--- src/rtl/issue_queue_if.sv ---
// Decoder/issuer handshake bundle for the issue queue.
// master = decoder + issuer side, slave = queue.
interface issue_queue_if #(
  parameter int unsigned ISSUE_Q_WIDTH = 123,
  parameter int unsigned ISSUE_Q_DEPTH = 4
);
  localparam int unsigned CW = $clog2(ISSUE_Q_DEPTH) + 1;

  logic                     issue_q_flush;
  logic                     issue_q_wen;
  logic                     issue_q_wok;
  logic [ISSUE_Q_WIDTH-1:0] issue_q_wdata;
  logic                     issue_q_ren;
  logic                     issue_q_rok;
  logic [ISSUE_Q_WIDTH-1:0] issue_q_rdata;
  logic [CW-1:0]            issue_q_count;

  modport master (
    output issue_q_flush, issue_q_wen, issue_q_wdata, issue_q_ren,
    input  issue_q_wok, issue_q_rok, issue_q_rdata, issue_q_count
  );

  modport slave (
    input  issue_q_flush, issue_q_wen, issue_q_wdata, issue_q_ren,
    output issue_q_wok, issue_q_rok, issue_q_rdata, issue_q_count
  );
endinterface

--- src/rtl/issue_queue.sv ---
// Show-ahead FIFO between decoder and issuer, with synchronous flush.
// Optional ISSUE_Q_BYPASS_EN: same-cycle write-to-read pass-through when empty.
module issue_queue #(
  parameter int unsigned ISSUE_Q_WIDTH      = 123,
  parameter int unsigned ISSUE_Q_DEPTH      = 4,
  parameter int unsigned ISSUE_Q_DEPTH_LOG2 = $clog2(ISSUE_Q_DEPTH)
) (
  input  logic           CLK,
  input  logic           RSTN,
  issue_queue_if.slave   q
);
  localparam int unsigned PW = ISSUE_Q_DEPTH_LOG2;
  localparam int unsigned CW = ISSUE_Q_DEPTH_LOG2 + 1;

  logic [ISSUE_Q_WIDTH-1:0] r_mem [ISSUE_Q_DEPTH];
  logic [PW-1:0]            r_wr_ptr;
  logic [PW-1:0]            r_rd_ptr;
  logic [CW-1:0]            r_count;

  logic w_empty;
  logic w_full;
  logic w_byp;
  logic w_pass;
  logic w_push;
  logic w_pop;
  logic w_wr_en;

  assign w_empty = (r_count == CW'(0));
  assign w_full  = (r_count == CW'(ISSUE_Q_DEPTH));

`ifdef ISSUE_Q_BYPASS_EN
  // Empty queue presents the incoming packet directly; a same-cycle read consumes it.
  assign w_byp  = w_empty & q.issue_q_wen;
  assign w_pass = w_byp & q.issue_q_ren;
`else
  assign w_byp  = 1'b0;
  assign w_pass = 1'b0;
`endif

  assign w_push  = q.issue_q_wen & ~w_full & ~w_pass;
  assign w_pop   = q.issue_q_ren & ~w_empty;
  assign w_wr_en = w_push & ~q.issue_q_flush;

  assign q.issue_q_wok   = ~w_full;
  assign q.issue_q_rok   = ~w_empty | w_byp;
  assign q.issue_q_count = r_count;
  assign q.issue_q_rdata = w_byp ? q.issue_q_wdata : r_mem[r_rd_ptr];

  // Storage is intentionally left unreset; rok qualifies rdata.
  always_ff @(posedge CLK) begin
    if (w_wr_en) begin
      r_mem[r_wr_ptr] <= q.issue_q_wdata;
    end
  end

  always_ff @(posedge CLK or negedge RSTN) begin
    if (!RSTN) begin
      r_wr_ptr <= '0;
      r_rd_ptr <= '0;
      r_count  <= '0;
    end else if (q.issue_q_flush) begin
      r_wr_ptr <= '0;
      r_rd_ptr <= '0;
      r_count  <= '0;
    end else begin
      if (w_push) r_wr_ptr <= r_wr_ptr + PW'(1);
      if (w_pop)  r_rd_ptr <= r_rd_ptr + PW'(1);
      case ({w_push, w_pop})
        2'b10:   r_count <= r_count + CW'(1);
        2'b01:   r_count <= r_count - CW'(1);
        default: r_count <= r_count;
      endcase
    end
  end
endmodule
--- src/flat_wrapper.sv ---
// flat-port wrapper written by rule: the top's interface ports become plain ports
module issue_queue_flat 
#(
  parameter int unsigned ISSUE_Q_WIDTH      = 123,
  parameter int unsigned ISSUE_Q_DEPTH      = 4,
  parameter int unsigned ISSUE_Q_DEPTH_LOG2 = $clog2(ISSUE_Q_DEPTH)
)
  (CLK, RSTN, q_issue_q_flush, q_issue_q_wen, q_issue_q_wdata, q_issue_q_ren, q_issue_q_wok, q_issue_q_rok, q_issue_q_rdata, q_issue_q_count);
  issue_queue_if #(.ISSUE_Q_WIDTH(ISSUE_Q_WIDTH), .ISSUE_Q_DEPTH(ISSUE_Q_DEPTH)) q_i ();
  input  logic CLK;
  input  logic RSTN;
  input wire logic [$bits(q_i.issue_q_flush)-1:0] q_issue_q_flush;
  input wire logic [$bits(q_i.issue_q_wen)-1:0] q_issue_q_wen;
  input wire logic [$bits(q_i.issue_q_wdata)-1:0] q_issue_q_wdata;
  input wire logic [$bits(q_i.issue_q_ren)-1:0] q_issue_q_ren;
  output wire logic [$bits(q_i.issue_q_wok)-1:0] q_issue_q_wok;
  output wire logic [$bits(q_i.issue_q_rok)-1:0] q_issue_q_rok;
  output wire logic [$bits(q_i.issue_q_rdata)-1:0] q_issue_q_rdata;
  output wire logic [$bits(q_i.issue_q_count)-1:0] q_issue_q_count;
  assign q_i.issue_q_flush = q_issue_q_flush;
  assign q_i.issue_q_wen = q_issue_q_wen;
  assign q_i.issue_q_wdata = q_issue_q_wdata;
  assign q_i.issue_q_ren = q_issue_q_ren;
  assign q_issue_q_wok = q_i.issue_q_wok;
  assign q_issue_q_rok = q_i.issue_q_rok;
  assign q_issue_q_rdata = q_i.issue_q_rdata;
  assign q_issue_q_count = q_i.issue_q_count;
  issue_queue #(.ISSUE_Q_WIDTH(ISSUE_Q_WIDTH), .ISSUE_Q_DEPTH(ISSUE_Q_DEPTH), .ISSUE_Q_DEPTH_LOG2(ISSUE_Q_DEPTH_LOG2)) u_core (.CLK(CLK), .RSTN(RSTN), .q(q_i));
endmodule
--- config.mk ---
export PLATFORM = sky130hd
export DESIGN_NAME = issue_queue_flat
export DESIGN_NICKNAME = d
export VERILOG_FILES = /design/src/rtl/issue_queue_if.sv /design/src/rtl/issue_queue.sv /design/src/flat_wrapper.sv
export SDC_FILE = /design/constraint.sdc
export NUM_CORES = 1
export LEC_CHECK = 0
export BUFFER_PORTS_ARGS = -buffer_cell sky130_fd_sc_hd__buf_2
export CAP_MARGIN = 10
export CORE_MARGIN = 5
export CORE_UTILIZATION = 40
export DETAILED_ROUTE_END_ITERATION = 10
export SLEW_MARGIN = 20
export SYNTH_ARGS = -nofsm -noshare
export SYNTH_HDL_FRONTEND = slang
export SYNTH_SLANG_ARGS = --single-unit
export TNS_END_PERCENT = 5
--- constraint.sdc ---
create_clock -name CLK -period 4.6 [get_ports CLK]
set_clock_uncertainty 0.2 [all_clocks]
set_input_delay 0.69 -clock CLK [delete_from_list [all_inputs] [get_ports CLK]]
set_output_delay 0.69 -clock CLK [all_outputs]
set_load 0.01 [all_outputs]
==> metrics.md, run 1 <==
| Metric | Value |
|---|---|
| Post-synth EDFFs | `just under 500` |
| Reg2reg start | `u_core.q.issue_q_count[2]` |
| Placed Cells incl. Taps | `between 1500 and 2000` |
| MaxCap Viol Count | `0` |
| Initial drt markers | `approximately 560` |
| Drt pass-1 iters | `4` |
| # clock sinks | `approximately 500` |
| Int Power | `8094 µW` |
| Fillcell total | `between 3000 and 4000` |
| Sw frac | `0.2218` |
| Remaining Overflow, GRT | `0` |
| Register area share after synthesis | `0.8185` |
| Hold EP | `u_core.r_mem[3][113]` |
| Drt total wl | `35410 µm` |
| Post-synth cell types | `30` |
| CP Data Arrival Time | `~2400 ps` |
| Clk slew on worst S/H paths | `60 ps` |
| Clock power share | `0.377` |
| Design Power | `between 10000 and 15000 µW` |
| Largest area contributor in the netlist | `edfxtp_1` |
| Die height | `between 200 and 250 µm` |
| Worst VDD drop | `roughly 390 µV` |
| Slew Limit Fails | `0` |
| Root buffer cell | `clkbuf_16` |
| Avg WL per Cell | `approximately 22 µm` |
| Top FF cell, synth | `edfxtp_1` |
| Mapped Nets | `840` |
| Crit Path Category | `register to output pin` |
| Worst Setup End Kind | `output pin` |
| Dominant cells by area after synthesis | `edfxtp_1 81%, mux4_2 15%, dfrtp_1 0.96%` |
| # rows | `78` |
| Gr usage total | `0.1404` |
| Antenna diodes | `0` |
| Worst Hold Class | `primary input to register` |
| #FFs+latches synth | `~500` |
| Ratio of cells with drive above 1 in the final layout | `0.4479` |
| Worst hold stages | `1` |
| Core area | `45280 µm²` |
| P_sw | `between 2000 and 2500 µW` |
| Relative slew slack | `0.5435` |
| CTS tree | `done` |
| Setup-failing EPs final | `0` |
| Initial antenna violation count | `8` |
| Routed via count | `between 8000 and 9000` |
| Final period utilization | `0.7128` |
| CTS Hold Bufs | `1` |
| RSZ-0062 raised after global routing | `false` |
| Post-CTS setup buffer count | `0` |
| P per Cell Area | `473.9 nW/µm²` |
| Vias in the first global route | `between 8000 and 9000` |
| Netlist Area Pre-Place | `18260 µm²` |
| Synth Instances | `a little over 700` |
| Skew-Pair Late Insertion Delay | `between 500 and 600 ps` |
| Routability Congestion | `about 0.7` |
| Die W | `around 220 µm` |
| Mapped Avg Cell Area | `about 26 µm²` |
| FF-to-FF path depth | `5` |
| Longest Clk Path Bufs | `3` |
| Worst reg2reg endpoint | `u_core.r_mem[1][34]` |
| Commonest non-fill, non-tap cell in the layout | `edfxtp_1` |
| Minimum clock period | `between 3000 and 4000 ps` |
| Asr flop ratio synth | `0.01403` |
| H-tree Lvls | `2` |
| Worst Setup Start Kind | `register` |
| Flop pwr share | `0.503` |
| Hpwl dp | `approximately 21000 µm` |
| Setup WS post-layout | `roughly 1300 ps` |
| Req. time, crit path | `roughly 3700 ps` |
| HP Start | `q_issue_q_wdata[113]` |
| Commonest cells after routing, fill and taps aside | `492 x edfxtp_1, 255 x buf_2, 123 x mux4_2, 53 x clkbuf_16` |
| Worst hold slack | `~140 ps` |
| Top-area cell type share of the netlist area | `0.8089` |
| Comb pwr share | `0.121` |
| DIE AREA | `50030 µm²` |
| Status | `completed` |
| I/O pins | `about 260` |
| DP Worst Slack | `between 1500 and 2000 ps` |
| DRC violations left | `0` |
| PostCTS Resize Cnt | `0` |
| Leak | `0.007218 µW` |
| FMAX | `305.0 MHz` |
| Final hold vios | `0` |
| Count of input and output buffers | `255` |
| Fin util | `0.4847` |
| CTS Buf Count | `between 50 and 60` |
| First-pass GRT wire length | `~54000 µm` |
| Yosys warning count | `0` |
| Final ANT Viol Nets | `0` |
| CP max FO | `71` |
| Starting Density | `0.4033` |
| Final net count | `~1100` |
| Layout Cells excl Fill | `around 1600` |
| Slew @ Worst Pin | `684.8 ps` |
| Via/cell ratio | `5.031` |
| Area delta synth->final | `20.18%` |
| Largest net degree at the start of global routing | `slightly above 70` |
| Worst reg-to-reg setup slack | `between 1500 and 2000 ps` |
cells in the mapped netlist, types with 2 or more instances:
master    instances
a21oi_1           3
and2_1            4
buf_2            17
buf_4             2
buf_6             7
clkbuf_1          6
dfrtp_1           7
edfxtp_1        492
ha_1              4
inv_1             2
mux4_2          123
nand2_1           7
nand3_1           5
nor2_1            5
nor3_1            2
o21ai_0           4
or3_1             2
xnor2_1           2
xor2_1            2
critical path, stage by stage (launching register included):
cell and delay, ps:
dfrtp_4 440, buf_12 410, mux4_2 630, buf_2 160
routing by layer:
metal  wire [µm]  share of wire  global-route usage
met4         544          0.015             0.03202
met1       14790           0.42              0.1948
met5          85         0.0024                   0
met2       17070           0.48              0.2168
met3        2922          0.083             0.05032
per-stage QoR:
stage / area [µm²] / TNS, ps
3_5_place_dp: 20340 / 0
4_1_cts: 21950 / 0
3_3_place_gp: 20340 / 0
2_1_floorplan: 18270 / -25830
6_report: 21950 / 0
5_1_grt: 21950 / 0
flip-flops by register name, indices dropped and copies added, names as in the netlist:
| name | cells |
|---|---|
| u_core.r_wr_ptr | 2 |
| u_core.q.issue_q_count | 3 |
| u_core.r_rd_ptr | 2 |
| u_core.r_mem | 492 |
power by group through the flow:
stage | Combinational (µW) | Sequential, µW | Clock (µW)
2_1_floorplan | 807 | 5320 | 0
3_3_place_gp | 1290 | 5320 | 0
3_5_place_dp | 1300 | 5330 | 0
4_1_cts | 1300 | 5230 | 4040
5_1_grt | 1370 | 5240 | 4260
6_report | 1260 | 5230 | 3920
cell families (layout without fill, tap and decap cells):
kind of cell,after synthesis,after routing,synth area share
flip-flops,499,499,0.8185
AND/OR/NAND/NOR,30,30,0.008564
multiplexers,123,123,0.1517
XOR/XNOR,4,4,0.001919
adder cells (fa/ha/maj),5,5,0.003837
AO/OA/AOI/OAI,12,12,0.004042
buffers and inverters,34,363,0.01144
worst max-delay path by stage:
stage	startpoint	to	slack [ps]
after floorplan	q_issue_q_wen	u_core.r_mem[1][0]	-70
after global placement	q_issue_q_wen	u_core.r_mem[1][23]	1720
after detailed placement	q_issue_q_wen	u_core.r_mem[1][23]	1710
after CTS	u_core.r_rd_ptr[1]	q_issue_q_rdata[68]	1250
after global routing	u_core.r_rd_ptr[0]	q_issue_q_rdata[99]	1190
final	u_core.r_rd_ptr[0]	q_issue_q_rdata[89]	1320
layout make-up:
class | count | area, µm² | share of cell area
clock buffers | 67 | 1379 | 0.06282
flip-flops and latches | 499 | 14960 | 0.6814
inverters | 2 | 7.507 | 0.0003420
clock inverters | 25 | 217.7 | 0.009919
well taps | 600 | 750.7 | 0.03420
multi-input cells | 174 | 3115 | 0.1419
repair buffers | 269 | 1521 | 0.06932
Note: power is estimated with default switching activity, not from simulation.
==> run 2, diff against run 1 <==
==> constraint.sdc (replaced) <==
create_clock -name CLK -period 2.85 [get_ports CLK]
set_clock_uncertainty 0.2 [all_clocks]
set_input_delay 0.4275 -clock CLK [delete_from_list [all_inputs] [get_ports CLK]]
set_output_delay 0.4275 -clock CLK [all_outputs]
set_load 0.01 [all_outputs]
==> run 2 against run 1 <==
  * Register-to-register slack worse by 1500 ps
  * First-iteration DRC count shrank 26%
  * Largest cell class unchanged
  * Global-route usage increased by 0.81 points
  * Worst hold slack gained 240 ps
==> metrics.md, run 2 (synthesized netlist as in run 1, its figures left out) <==
| Metric | Value |
|---|---|
| Status | `completed (unchanged)` |
| Vias in the first global route | `9710 (was 8556)` |
| First-pass GRT wire length | `57240 µm (was 54000 µm)` |
| Remaining Overflow, GRT | `0 (unchanged)` |
| Final hold vios | `0 (unchanged)` |
| Sw frac | `0.2239 (was 0.2218)` |
| CP max FO | `16 (was 71)` |
| Die W | `223.7 µm (unchanged)` |
| Slew Limit Fails | `0 (unchanged)` |
| Fillcell total | `3652 (was 3722)` |
| Count of input and output buffers | `255 (unchanged)` |
| CTS tree | `done (unchanged)` |
| # clock sinks | `499 (unchanged)` |
| P per Cell Area | `710.3 nW/µm² (was 473.9 nW/µm²)` |
| Skew-Pair Late Insertion Delay | `560 ps (was 570 ps)` |
| Req. time, crit path | `2220 ps (was 3710 ps)` |
| Placed Cells incl. Taps | `1566 (was 1543)` |
| Setup-failing EPs final | `0 (unchanged)` |
| Crit Path Category | `register to output pin (unchanged)` |
| CP Data Arrival Time | `2120 ps (was 2390 ps)` |
| FMAX | `roughly 360 MHz` |
| RSZ-0062 raised after global routing | `true (was false)` |
| Hpwl dp | `22870 µm (was 21070 µm)` |
| Avg WL per Cell | `20.86 µm (was 21.64 µm)` |
| Gr usage total | `0.1485 (was 0.1404)` |
| Int Power | `12910 µW (was 8094 µW)` |
| Relative slew slack | `0.6762 (was 0.5435)` |
| Layout Cells excl Fill | `1782 (was 1636)` |
| H-tree Lvls | `2 (unchanged)` |
| Via/cell ratio | `4.934 (was 5.031)` |
| Leak | `0.007846 µW (was 0.007218 µW)` |
| Largest register FFs | `492 (unchanged)` |
| Worst Setup End Kind | `output pin (unchanged)` |
| Worst Hold Class | `register to register (was primary input to register)` |
| Core area | `45280 µm² (unchanged)` |
| Root buffer cell | `clkbuf_16 (unchanged)` |
| Longest Clk Path Bufs | `3 (unchanged)` |
| Drt pass-1 iters | `4 (unchanged)` |
| I/O pins | `256 (unchanged)` |
| Die height | `223.7 µm (unchanged)` |
| # rows | `78 (unchanged)` |
| Starting Density | `0.4033 (unchanged)` |
| Initial drt markers | `420 (was 564)` |
| Clock power share | `0.350 (was 0.377)` |
| DIE AREA | `50030 µm² (unchanged)` |
| Final ANT Viol Nets | `0 (unchanged)` |
| Commonest cells after routing, fill and taps aside | `492 x edfxtp_1, 254 x buf_2, 128 x dlygate4sd3_1, 123 x mux4_2, 49 x clkbuf_16 (was 492 x edfxtp_1, 255 x buf_2, 123 x mux4_2, 53 x clkbuf_16)` |
| Routed via count | `8792 (was 8230)` |
| Comb pwr share | `0.143 (was 0.121)` |
| CTS Buf Count | `49 (was 51)` |
| Design Power | `16630 µW (was 10400 µW)` |
| Largest net degree at the start of global routing | `72 (unchanged)` |
| Ratio of cells with drive above 1 in the final layout | `0.4105 (was 0.4479)` |
| Drt total wl | `37180 µm (was 35410 µm)` |
| Worst VDD drop | `517.8 µV (was 387.9 µV)` |
| Final net count | `1280 (was 1130)` |
| Routability Congestion | `0.7016 (was 0.7072)` |
| Worst Setup Start Kind | `register (unchanged)` |
| Slew @ Worst Pin | `485.6 ps (was 684.8 ps)` |
| Reg with most FFs | `u_core.r_mem (unchanged)` |
| DRC violations left | `0 (unchanged)` |
| Minimum clock period | `~2800 ps` |
| Initial antenna violation count | `3 (was 8)` |
| Commonest non-fill, non-tap cell in the layout | `edfxtp_1 (unchanged)` |
| Worst hold slack | `378.8 ps (was 135.9 ps)` |
| MaxCap Viol Count | `0 (unchanged)` |
| Area delta synth->final | `28.22% (was 20.18%)` |
| Clk slew on worst S/H paths | `60 ps (about the same)` |
| P_sw | `3724 µW (was 2307 µW)` |
| Flop pwr share | `0.507 (was 0.503)` |
| Final period utilization | `0.9656` |
run 2: power by group through the flow:
stage / Combinational, µW / Clock [µW] / Sequential (µW)
after CTS: 2440 / 6030 / 8440
after detailed placement: 2260 / 0 / 8610
final: 2370 / 5820 / 8440
after floorplan: 1300 / 0 / 8570
after global placement: 2240 / 0 / 8600
after global routing: 2580 / 6330 / 8450
run 2: per-layer routing:
layer / vias up / routed length [µm] / GRT usage
li1: 3927 / - / -
met1: 4574 / 15940 / 0.1995
met2: 227 / 18200 / 0.2432
met3: 62 / 2158 / 0.03578
met4: 2 / 869 / 0.04644
met5: - / 7 / 0
run 2: through the flow:
step	setup WS (ps)	util	setup TNS [ps]	area [µm²]
after floorplan	-387.1	-	-190430	18270
after global placement	493.4	0.4566	0	20680
after detailed placement	419.9	0.4566	0	20680
after CTS	20.54	0.5167	0	23400
after global routing	-0.9470	0.5171	-0.9470	23420
final	98.12	0.5171	0	23420
run 2: worst max-delay path, cell delays in order, from the launching register on:
cell and delay, ps:
dfrtp_4 460, buf_12 180, buf_16 200, mux4_2 560
buf_6 150
run 2: final cells by class:
cell class / count / area (µm²) / share of cell area
Inverter: 2 / 7.507 / 0.0003206
Clock inverter: 20 / 143.9 / 0.006144
Tap cell: 600 / 750.7 / 0.03206
Antenna cell: 3 / 7.507 / 0.0003206
Clock buffer: 63 / 1279 / 0.05461
Timing Repair Buffer: 421 / 3157 / 0.1348
Sequential cell: 499 / 14960 / 0.6387
Multi-Input combinational cell: 174 / 3115 / 0.1330
run 2: repair_timing:
| item | in CTS | in global routing |
|---|---|---|
| gates resized for setup | 0 | 2 |
| endpoints found under the hold margin | 506 | 0 |
| hold buffers | 128 | 0 |
| setup endpoints to repair | 107 | 1 |
| setup buffers | 2 | 0 |
| cloned | 0 | 0 |
run 2: final timing paths:
check,from,end,slack (ps),depth (start not counted)
setup / recovery,u_core.r_rd_ptr[0],q_issue_q_rdata[87],100,4
hold / removal,u_core.r_wr_ptr[1],u_core.r_wr_ptr[1],380,2
min in group asynchronous,RSTN,u_core.q.issue_q_count[0],630,3
setup reg to reg,u_core.q.issue_q_count[1],u_core.q.issue_q_count[2],440,8
max in group asynchronous,RSTN,u_core.r_rd_ptr[0],1530,3
hold reg to reg,u_core.r_wr_ptr[1],u_core.r_wr_ptr[1],380,2
==> run 3, diff against run 2 <==
--- a/config.mk
+++ b/config.mk
@@ -7,7 +7,6 @@
 export LEC_CHECK = 0
 export BUFFER_PORTS_ARGS = -buffer_cell sky130_fd_sc_hd__buf_2
 export CAP_MARGIN = 10
-export CORE_MARGIN = 5
 export CORE_UTILIZATION = 40
 export DETAILED_ROUTE_END_ITERATION = 10
 export SLEW_MARGIN = 20
==> run 3 against run 2 <==
  * Combinational power hardly changed
  * Power is 2.6% higher
  * Register-to-register slack better by 30 ps
  * Worst setup slack worse by 60 ps
  * Worst hold slack worse by 320 ps
  * Via count is 0.44% lower
  * Die area is 7.0% lower
  * Final cell count is 0.84% lower
  * Routed wire length is 2.7% lower
  * Sequential share of layout area is 0.72 points lower
  * Clock power is 7.2% higher
==> metrics.md, run 3 (synthesized netlist as in run 1, its figures left out) <==
| Metric | Value |
|---|---|
| Worst VDD drop | `543.0 µV (was 517.8 µV)` |
| Worst Setup End Kind | `output pin (unchanged)` |
| Die height | `215.7 µm (was 223.7 µm)` |
| Commonest cells after routing, fill and taps aside | `492 x edfxtp_1, 219 x buf_2, 127 x dlygate4sd3_1, 123 x mux4_2, 53 x clkbuf_16 (was 492 x edfxtp_1, 254 x buf_2, 128 x dlygate4sd3_1, 123 x mux4_2, 49 x clkbuf_16)` |
| Finished Cell Area | `23680 µm² (was 23420 µm²)` |
| Placed Area | `20620 µm² (was 20680 µm²)` |
| Skew-Pair Late Insertion Delay | `570 ps (was 560 ps)` |
| Fillcell total | `3452 (was 3652)` |
| Largest register FFs | `492 (unchanged)` |
| DRC violations left | `0 (unchanged)` |
| Crit Path Category | `register to output pin (unchanged)` |
| Largest net degree at the start of global routing | `63 (was 72)` |
| CTS Buf Count | `51 (was 49)` |
| GRT Max-Usage Layer | `met2 (unchanged)` |
| Antenna diodes | `0 (was 3)` |
| First-pass GRT wire length | `55280 µm (was 57240 µm)` |
| I/O pins | `256 (unchanged)` |
| Starting Density | `0.4094 (was 0.4033)` |
| P per Cell Area | `720.3 nW/µm² (was 710.3 nW/µm²)` |
| # rows | `77 (was 78)` |
| # clock sinks | `499 (unchanged)` |
| Req. time, crit path | `2220 ps (about the same)` |
| Clk slew on worst S/H paths | `60 ps (about the same)` |
| Met1 Usage GRT | `0.2046 (was 0.1995)` |
| Slew @ Worst Pin | `479.3 ps (was 485.6 ps)` |
| Routed via count | `8753 (was 8792)` |
| Post-CTS setup buffer count | `0 (was 2)` |
| Count of input and output buffers | `255 (unchanged)` |
| Hpwl dp | `21620 µm (was 22870 µm)` |
| Initial antenna violation count | `0 (was 3)` |
| Root buffer cell | `clkbuf_16 (unchanged)` |
| Initial drt markers | `536 (was 420)` |
| Longest Clk Path Bufs | `3 (unchanged)` |
| Gr usage total | `0.1574 (was 0.1485)` |
| Met2 global-route usage | `0.2562 (was 0.2432)` |
| CP Launch Point | `u_core.r_rd_ptr[0] (unchanged)` |
| Commonest non-fill, non-tap cell in the layout | `edfxtp_1 (unchanged)` |
| Ratio of cells with drive above 1 in the final layout | `0.4085 (was 0.4105)` |
| Final period utilization | `0.9866 (was 0.9656)` |
| Remaining Overflow, GRT | `0 (unchanged)` |
| DIE AREA | `46520 µm² (was 50030 µm²)` |
| Via/cell ratio | `4.954 (was 4.934)` |
| Worst Setup Start Kind | `register (unchanged)` |
| Die W | `215.7 µm (was 223.7 µm)` |
| Setup-failing EPs final | `0 (unchanged)` |
| Final ANT Viol Nets | `0 (unchanged)` |
| CTS tree | `done (unchanged)` |
| CP Data Arrival Time | `2180 ps (was 2120 ps)` |
| Reg2reg start | `u_core.q.issue_q_count[0] (was u_core.q.issue_q_count[1])` |
| GRT met3 Usage | `0.04412 (was 0.03578)` |
| Final net count | `1276 (was 1280)` |
| Core area | `44610 µm² (was 45280 µm²)` |
| Final hold vios | `0 (unchanged)` |
| Slew Limit Fails | `0 (unchanged)` |
| MaxCap Viol Count | `0 (unchanged)` |
| Worst hold slack | `57.70 ps (was 378.8 ps)` |
| Worst Hold Class | `primary input to asynchronous set/reset pin (was register to register)` |
| Reg with most FFs | `u_core.r_mem (unchanged)` |
| Minimum clock period | `2812 ps (was 2752 ps)` |
| Drt pass-1 iters | `6 (was 4)` |
| Avg WL per Cell | `20.47 µm (was 20.86 µm)` |
| CP max FO | `57 (was 16)` |
| Area delta synth->final | `29.67% (was 28.22%)` |
| Vias in the first global route | `9566 (was 9710)` |
| RSZ-0062 raised after global routing | `true (unchanged)` |
| FMAX | `355.7 MHz (was 363.4 MHz)` |
| Status | `completed (unchanged)` |
| Leak | `0.007947 µW (was 0.007846 µW)` |
| Routability Congestion | `0.7098 (was 0.7016)` |
| Relative slew slack | `0.6805 (was 0.6762)` |
| H-tree Lvls | `2 (unchanged)` |
| Drt total wl | `36160 µm (was 37180 µm)` |
run 3: changes by cell type in the layout (fill, tap and decap cells not counted), sizes merged:
| cell | before | now |
|---|---|---|
| buf | 293 | 288 |
| diode | 3 | 0 |
| bufinv | 2 | 4 |
| clkinv | 16 | 18 |
| clkinvlp | 1 | 0 |
| dlygate4sd3 | 128 | 127 |
| inv | 3 | 2 |
run 3: layout make-up:
type	count	area [µm²]	area share
sequential	499	14960	0.6315
timing repair buffer	415	3307	0.1396
multi-input combinational	174	3115	0.1316
clock buffer	63	1364	0.05759
tap	592	740.7	0.03128
clock inverter	22	191.4	0.008083
inverter	2	7.507	0.0003170
run 3: where the power goes:
part / switching [µW] / internal, µW / leakage, µW
logic: 1140 / 1240 / 0.00263
clock network: 2540 / 3700 / 0.000757
registers: 76.7 / 8360 / 0.00456
run 3: worst paths after layout:
kind,endpoint,slack (ps),cells past startpoint
max,q_issue_q_rdata[46],40,3
min,u_core.q.issue_q_count[1],60,2
max reg2reg,u_core.q.issue_q_count[2],470,8
min reg2reg,u_core.r_wr_ptr[1],370,2
max in group asynchronous,u_core.r_rd_ptr[0],2190,2
min in group CLK,u_core.r_wr_ptr[1],370,2
run 3: critical path, cell delays in order, from the launching register on:
cell,delay [ps]
dfrtp_4,430
buf_16,370
mux4_2,600
buf_6,140
run 3: what timing repair did:
item,4_1_cts,5_1_grt
hold buffers,127,0
gates resized for setup,27,12
setup endpoints to repair,58,89
hold endpoints to repair,506,0
run 3: layer usage:
| layer | wire length [µm] | vias to the layer above | share of wire |
|---|---|---|---|
| met1 | 15240 | 4537 | 0.42 |
| li1 | - | 3919 | - |
| met2 | 17630 | 248 | 0.49 |
| met4 | 689 | 0 | 0.019 |
| met5 | 0 | - | 0 |
| met3 | 2610 | 49 | 0.072 |
run 3: metrics by stage:
stage / power (µW) / setup TNS (ps) / util / worst slack, ps / instances
finish: 17060 / 0 / 0.5309 / 38.32 / 1767
global route: 17720 / -3459 / 0.5309 / -89.96 / 1767
CTS: 17260 / -434.7 / 0.5294 / -39.02 / 1767
detailed placement: 10730 / 0 / 0.4623 / 471.6 / 1555
global placement: 10720 / 0 / 0.4623 / 489.8 / 1555
floorplan: 9877 / -190430 / - / -387.1 / 707
